--- config.mk ---
export PLATFORM = sky130hd
export DESIGN_NAME = hazard_stall_controller
export DESIGN_NICKNAME = d
export VERILOG_FILES = /design/src/rtl/hazard_stall_controller_pkg.sv /design/src/rtl/hazard_stall_controller_sat_counter.sv /design/src/rtl/hazard_stall_controller.sv
export SDC_FILE = /design/constraint.sdc
export NUM_CORES = 1
export LEC_CHECK = 0
export ABC_AREA = 1
export CORE_ASPECT_RATIO = 0.8
export CORE_MARGIN = 2
export CORE_UTILIZATION = 51
export DETAILED_ROUTE_END_ITERATION = 10
export MAX_ROUTING_LAYER = met4
export PLACE_DENSITY = 0.81
export RECOVER_POWER = 50
export SYNTH_ARGS = -nofsm -noshare
export SYNTH_HDL_FRONTEND = slang
export SYNTH_SLANG_ARGS = --single-unit
--- constraint.sdc ---
create_clock -name clk -period 1.74 [get_ports clk]
set_input_delay 0.348 -clock clk [delete_from_list [all_inputs] [get_ports clk]]
set_output_delay 0.348 -clock clk [all_outputs]
set_load 0.005 [all_outputs]
--- src/rtl/hazard_stall_controller_pkg.sv ---
// rtl/hazard_stall_controller_pkg.sv - shared types and constants for the hazard/stall controller
// State encoding, register-zero constant and parameter defaults.
package hazard_stall_controller_pkg;

  typedef enum logic [1:0] {
    RUN      = 2'd0,
    MEM_WAIT = 2'd1,
    ERR      = 2'd2
  } state_e;

  localparam logic [4:0] REG_ZERO           = 5'd0;
  localparam int         DEF_TIMEOUT_CYCLES = 64;
  localparam int         DEF_CNT_W          = 16;

  // RAW match of an in-flight writer against the ID-stage sources; r0 never matches.
  function automatic logic raw_match(input logic [4:0] src1,
                                     input logic [4:0] src2,
                                     input logic       two_src,
                                     input logic [4:0] dest,
                                     input logic       wb_en);
    return wb_en && (dest != REG_ZERO) &&
           ((src1 == dest) || (two_src && (src2 == dest)));
  endfunction

endpackage

--- src/rtl/hazard_stall_controller_sat_counter.sv ---
// rtl/hazard_stall_controller_sat_counter.sv - saturating performance counter with enable
// Counts enabled cycles and holds at all-ones.
module sat_counter #(
  parameter int W = 16
) (
  input  logic         clk,
  input  logic         rst_n,
  input  logic         en,
  output logic [W-1:0] count
);

  logic [W-1:0] count_q;
  logic [W-1:0] count_d;

  always_comb begin
    count_d = count_q;
    if (en && (count_q != {W{1'b1}})) begin
      count_d = count_q + W'(1);
    end
  end

  always_ff @(posedge clk or negedge rst_n) begin
    if (!rst_n) begin
      count_q <= '0;
    end else begin
      count_q <= count_d;
    end
  end

  assign count = count_q;

endmodule

--- src/rtl/hazard_stall_controller.sv ---
// rtl/hazard_stall_controller.sv - load-use/RAW stall, memory freeze and branch flush control
// Combinational pipeline controls plus a small memory-wait FSM and stall counters.
module hazard_stall_controller
  import hazard_stall_controller_pkg::*;
#(
  parameter int TIMEOUT_CYCLES = DEF_TIMEOUT_CYCLES,
  parameter int CNT_W          = DEF_CNT_W
) (
  input  logic             clk,
  input  logic             rst_n,
  input  logic [4:0]       src1,
  input  logic [4:0]       src2,
  input  logic             two_src,
  input  logic [4:0]       EXE_Dest,
  input  logic             EXE_WB_EN,
  input  logic             EXE_MEM_R_EN,
  input  logic [4:0]       MEM_Dest,
  input  logic             MEM_WB_EN,
  input  logic             forward_EN,
  input  logic             mem_req,
  input  logic             mem_ready,
  input  logic             branch_taken,
  output logic             hazard_detected,
  output logic             freeze_all,
  output logic             flush,
  output logic             mem_timeout,
  output logic [CNT_W-1:0] stall_cycles,
  output logic [CNT_W-1:0] wait_cycles
);

  localparam int WAIT_W = (TIMEOUT_CYCLES > 2) ? $clog2(TIMEOUT_CYCLES) : 1;
  localparam logic [WAIT_W-1:0] WAIT_LAST = WAIT_W'(TIMEOUT_CYCLES - 1);

  state_e            state_q, state_d;
  logic [WAIT_W-1:0] wait_cnt_q, wait_cnt_d;
  logic              mem_timeout_q, mem_timeout_d;
  logic              freeze_raw;
  logic              raw_exe, raw_mem, raw_hz;

  assign raw_exe = raw_match(src1, src2, two_src, EXE_Dest, EXE_WB_EN);
  assign raw_mem = raw_match(src1, src2, two_src, MEM_Dest, MEM_WB_EN);
  assign raw_hz  = forward_EN ? (raw_exe && EXE_MEM_R_EN) : (raw_exe || raw_mem);

  always_comb begin
    state_d       = state_q;
    wait_cnt_d    = wait_cnt_q;
    mem_timeout_d = mem_timeout_q;
    freeze_raw    = 1'b0;
    case (state_q)
      RUN: begin
        if (mem_req && !mem_ready) begin
          freeze_raw = 1'b1;
          state_d    = MEM_WAIT;
          wait_cnt_d = WAIT_W'(1);
        end
      end
      MEM_WAIT: begin
        // A dropped request counts as completion, same as mem_ready.
        if (mem_ready || !mem_req) begin
          state_d = RUN;
        end else begin
          freeze_raw = 1'b1;
          if (wait_cnt_q == WAIT_LAST) begin
            state_d       = ERR;
            mem_timeout_d = 1'b1;
          end else begin
            wait_cnt_d = wait_cnt_q + WAIT_W'(1);
          end
        end
      end
      ERR: begin
        freeze_raw = 1'b1;
      end
      default: begin
        state_d = RUN;
      end
    endcase
  end

  always_ff @(posedge clk or negedge rst_n) begin
    if (!rst_n) begin
      state_q       <= RUN;
      wait_cnt_q    <= '0;
      mem_timeout_q <= 1'b0;
    end else begin
      state_q       <= state_d;
      wait_cnt_q    <= wait_cnt_d;
      mem_timeout_q <= mem_timeout_d;
    end
  end

  // Freeze outranks hazard and flush: their inputs are stale while frozen.
  assign freeze_all      = rst_n && freeze_raw;
  assign hazard_detected = rst_n && raw_hz && !branch_taken && !freeze_raw;
  assign flush           = rst_n && branch_taken && !freeze_raw;
  assign mem_timeout     = mem_timeout_q;

  sat_counter #(.W(CNT_W)) u_stall_cnt (
    .clk   (clk),
    .rst_n (rst_n),
    .en    (hazard_detected),
    .count (stall_cycles)
  );

  sat_counter #(.W(CNT_W)) u_wait_cnt (
    .clk   (clk),
    .rst_n (rst_n),
    .en    (freeze_all),
    .count (wait_cycles)
  );

endmodule

## Word level (Yosys, flattened, before mapping)

Index checks and enable logic that the tools add are counted.

| word-level totals | value |
|---|---|
| logic and storage cells | 66 |
| output and inout bits | 36 |
| bits in registers | 41 |

| cells by class | value |
|---|---|
| bitwise operators | 2 |
| eq/ne operators | 13 |
| reductions and logical operators | 31 |
| add/subtract/negate cells | 3 |
| mux-type cells | 12 |

Operators with widths:

| operator | number |
|---|---|
| $add 16x1->16 const B | 2 |
| $ne 16x16->1 const B | 2 |
| $eq 5x5->1 | 4 |
| $mux 6 | 3 |
| $logic_and 1x1->1 | 16 |
| $pmux 6 s2 | 1 |
| $reduce_bool 5->1 | 2 |
| $add 6x1->6 const B | 1 |
| $eq 6x6->1 const B | 1 |
| $mux 2 | 3 |
| $ne 2x2->1 const B | 3 |
| $pmux 2 s3 | 1 |
| $reduce_and 3->1 | 2 |
| $logic_not 1->1 | 4 |
| $logic_or 1x1->1 | 4 |
| $reduce_and 4->1 | 1 |
| $mux 1 | 3 |
| $ne 3x3->1 const B | 1 |
| $pmux 1 s3 | 1 |
| $eq 2x1->1 const B | 1 |
| $eq 2x2->1 const B | 1 |
| $logic_not 2->1 | 1 |
| $not 1->1 | 2 |
| $reduce_bool 2->1 | 1 |

## Longest topological paths before layout

| logic depth | value |
|---|---|
| word-level depth | 10 |
| mapped depth | 12 |

## Modules after synthesis

Synthesis repeated with hierarchy kept, for this count alone.

| unflattened totals | value |
|---|---|
| cell total of the unflattened synthesis | 458 |
| area total of the unflattened synthesis | 3016.6 sq um |

By module, submodules not included:

| module | area an instance (sq um) | cells each | times used |
|---|---|---|---|
| sat_counter | 1058.5 | 149 | 2 |
| hazard_stall_controller | 899.6 | 160 | 1 |

## Worst setup path after synthesis

No wires, ideal clock.

| timing | value |
|---|---|
| path kind | register -> register |
| start | register u_wait_cnt.count_q[1] (netlist: u_wait_cnt.count[1]) |
| end | register u_wait_cnt.count_q[11] (netlist: u_wait_cnt.count[11]) |
| library setup time | 0.125 ns |
| period minus slack after synthesis | 1.583 ns |
| path buffers | 1 |
| stages on the path, launching flop included | 10 |
| arrival time | 1.458 ns |
| setup slack | 0.157 ns |
| cells stage by stage | dfrtp_1 ha_1 inv_1 nor2_1 nand3_1 nor2_4 nand2_2 nand2_4 buf_8 mux2_4 |

| on the way | value |
|---|---|
| word-level cells in the longest chain between the ends | 2 |
| elaborated cells between the ends (all ways) | 3 |
| classes of those cells | 1 x add/sub; 1 x eq/ne; 1 x reduce/logical |

Ends and longest elaborated chain:

| element | RTL line | text |
|---|---|---|
| start, declared | hazard_stall_controller_sat_counter.sv:12 | `logic [W-1:0] count_q;` |
| start signal, assigned | hazard_stall_controller_sat_counter.sv:26 | `count_q <= count_d;` |
| branches (longest 2 deep; another with $add 16x1->16) | -- |  |

Parallel ways; which one is timed is not known.
A chain may end at the register's enable or synchronous reset.

## Worst setup path after layout

| timing | value |
|---|---|
| start | register state_q[1] |
| end | output hazard_detected |

| on the way | value |
|---|---|
| word-level cells in the longest chain between the ends | 4 |
| elaborated cells between the ends (all ways) | 6 |
| classes of those cells | 2 x eq/ne; 1 x mux; 3 x reduce/logical |

Ends and longest elaborated chain:

| element | RTL line | text |
|---|---|---|
| start, declared | hazard_stall_controller.sv:34 | `state_e state_q, state_d;` |
| start signal, assigned | hazard_stall_controller.sv:86 | `state_q <= state_d;` |
| $eq 2x2->1 (tied with other cells) | hazard_stall_controller.sv:49 | `case (state_q)` |
| $pmux 1 s3 (*) | hazard_stall_controller.sv:49 |  |
| $logic_not 1->1 (*) | hazard_stall_controller.sv:94 | `assign hazard_detected = rst_n && raw_hz && !branch_taken && !freeze_raw;` |
| $logic_and 1x1->1 (*) | hazard_stall_controller.sv:94 |  |
| end, declared | hazard_stall_controller.sv:23 | `output logic hazard_detected,` |

Mark *: on every way between the ends. The rest lies on a longest branch, timed or not.

==> impl_metrics.yaml <==
floorplanning:
  pin_count: 66
  fp.dieH_um: 70.9
  die_area_mm2: 0.00622
  rows: 24
  core_mm2: 0.00544
  die_w_um: 87.7
  initial_core_util: 0.525
final_layout:
  final_cells: 597
  stdcell_area_mm2: 0.00400
  final_nets: 552
  layout-drive-gt1-share: 0.193
  diodes: 0
  nFillCells: 428
  final_util: 0.735
  syn2layout_area_growth_pct: 40.0
routing:
  wl_per_cell_um: 13.0
  drt_first_iter_violations: 171
  drt-pass1-iter-count: 6
  ant_nets: 0
  viasPerCell: 5.12
  vias: 3059
  drc: 0
  wl_um: 7750
global_route:
  grt-ovfl-total: 0
  grt_pass1_wl_um: 12800
  grt_start_max_net_pins: 23
  antenna_found_initial: 0
  grt_pass1_vias: 2942
  grtUsageTotal: 0.263
sta:
  fin_crit_sh: 1.02
  final-max-slew-violation-count: 0
  worstMarginPinSlew_ps: 1260
  finalSetupViolCount: 1
  maxSlewHeadroom: 0.159
  fmax_ghz: 0.564
  rsz0062_at_grt: "true"
  fin_crit_ps: 1770
  finalHoldViolCount: 0
  worst_slack_ps: -34.6
  setup_tns_ps: -34.6
  skew_ps: 3.13
clocking:
  cts.sinks: 41
  clkLatencyLatePin_ps: 290
  path_clk_slew_ps: 80
  cts_root_buf: "clkbuf_8"
  cts_tree: "yes"
  cts_inserted_buffers: 5
  cts-htree-levels: 2
  cts.path.max_buffers: 2
logic_synthesis:
  synth_edf_count: 0
  synth_common_cells: "nand2_1, inv_1, dfrtp_1"
  yosysSeqAreaShare: 0.359
  synthTopCellsByArea: "dfrtp_1, nand2_1, inv_1"
  synthFlopType: "dfrtp_1"
  synth_nets: 437
  synthArstFlopShare: 1.00
  synth_most_common_cell: "nand2_1"
  synth-seq-cells: 41
  synth_largest_area_cell: "dfrtp_1"
  synthesis.area_mm2: 0.00286
  synth_cell_type_count: 30
  syn_area_per_cell_um2: 7.07
  syn_inst: 404
  yosysTopAreaCellShare: 0.359
  yosys_warnings: 0
power_and_ir_drop:
  powerDensity_mw_per_mm2: 638
  combinationalPowerShare: 0.292
  p_leak_nw: 2.02
  power.internal_w: 0.00176
  swShare: 0.310
  total_power_w: 0.00255
  seq_power_share: 0.457
  clkPwrFrac: 0.251
  p_sw_w: 0.000789
  ir_drop_v: 0.000465
worst_hold_path:
  min-delay-path-class: "in2async"
place:
  io_buffers: 65
  place.gp.congestion: 0.937
  dp_hpwl_um: 5740
  place_area_mm2: 0.00383
  place_inst: 579
setup_path:
  crit_path_max_fanout: 3
  worstPathRequired_ps: 1390
  critPathArrivalTime_ps: 1430
  path_class: "reg2out"
  critPathCaptureType: "primary output"
  worstSetupStartpointType: "flop"
outcome:
  status: "finished with violations"
  violations: "negative setup slack"
flow_run:
  cap_violations: 0
==> critical path: stages, from the launching register on <==
cell      delay [ps]
dfrtp_1          420
inv_2            110
nor2_4            50
nor2_4           120
nand2_2           80
nor2_4            90
a21boi_2         150
buf_2            120
==> logic make-up (layout without fill, tap and decap cells) <==
logic type / Yosys count / count (layout) / share of synthesized area
mux: 2 / 2 / 0.0105
buf+inv: 64 / 179 / 0.0929
compound gates: 14 / 14 / 0.0280
fa+ha+maj: 3 / 3 / 0.0131
flops: 41 / 41 / 0.359
simple gates: 253 / 253 / 0.413
xor+xnor: 27 / 27 / 0.0828
==> layer usage <==
metal	vias to the layer above	global-route usage	wire [um]
li1	1505	-	-
met1	1437	0.347	3440
met2	105	0.434	3830
met3	12	0.0350	400
met4	0	0.0547	83
met5	-	-	0
==> final timing paths <==
path / start / end / slack (ps) / cells past startpoint
max in group asynchronous: rst_n / wait_cnt_q[4] / 540 / 2
min reg2reg: mem_timeout / mem_timeout / 480 / 2
max: state_q[1] / hazard_detected / -30 / 7
max reg2reg: state_q[1] / u_wait_cnt.count[11] / 60 / 9
min in group clk: mem_timeout / mem_timeout / 480 / 2
min: rst_n / state_q[1] / 360 / 2
==> power groups by stage <==
stage / Sequential, W / Clock [W] / Combinational [W]
finish: 0.00116 / 0.000641 / 0.000743
global route: 0.00118 / 0.000697 / 0.000822
CTS: 0.00116 / 0.000642 / 0.000726
detailed placement: 0.00117 / 0 / 0.000727
global placement: 0.00117 / 0 / 0.000702
floorplan: 0.00119 / 0 / 0.000288
==> final cells by class <==
cell class,count,area (um2),area share
clock buffer,7,86.3,0.0216
inverter,59,221,0.0554
multi-input combinational,299,1620,0.404
sequential,41,1030,0.257
tap,78,97.6,0.0244
timing repair buffer,113,950,0.238
==> what timing repair did <==
action                                  in CTS  in global routing
endpoints found under the hold margin        0                  0
resized for setup                           46                 25
hold buffers                                 0                  0
endpoints found under the setup margin      24                 14
buffers inserted                             8                  3
pin swaps                                   11                  9
==> registers in the layout, summed over array words and instances (netlist names) <==
signal / cells
mem_timeout: 1
state_q: 2
u_stall_cnt.count: 16
u_wait_cnt.count: 16
wait_cnt_q: 6
==> cells in the final DEF, fill, tap and decap left out, drive strengths merged, types with 10 or more instances in the layout <==
cell type,n
clkbuf,13
nand3,23
xor2,20
nor3,10
buf,50
dfrtp,41
dlygate4sd2,14
inv,59
nor2,48
clkdlybuf4s50,38
nand4,28
nand2,144
==> stage by stage <==
stage	hold slack, ps	setup WS, ps
5_1_grt	458	-96.5
4_1_cts	68.6	-12.6
6_report	356	-34.6
3_5_place_dp	381	-736
3_3_place_gp	378	-647
2_1_floorplan	52.4	157
Power figures use the tool's default switching activity.
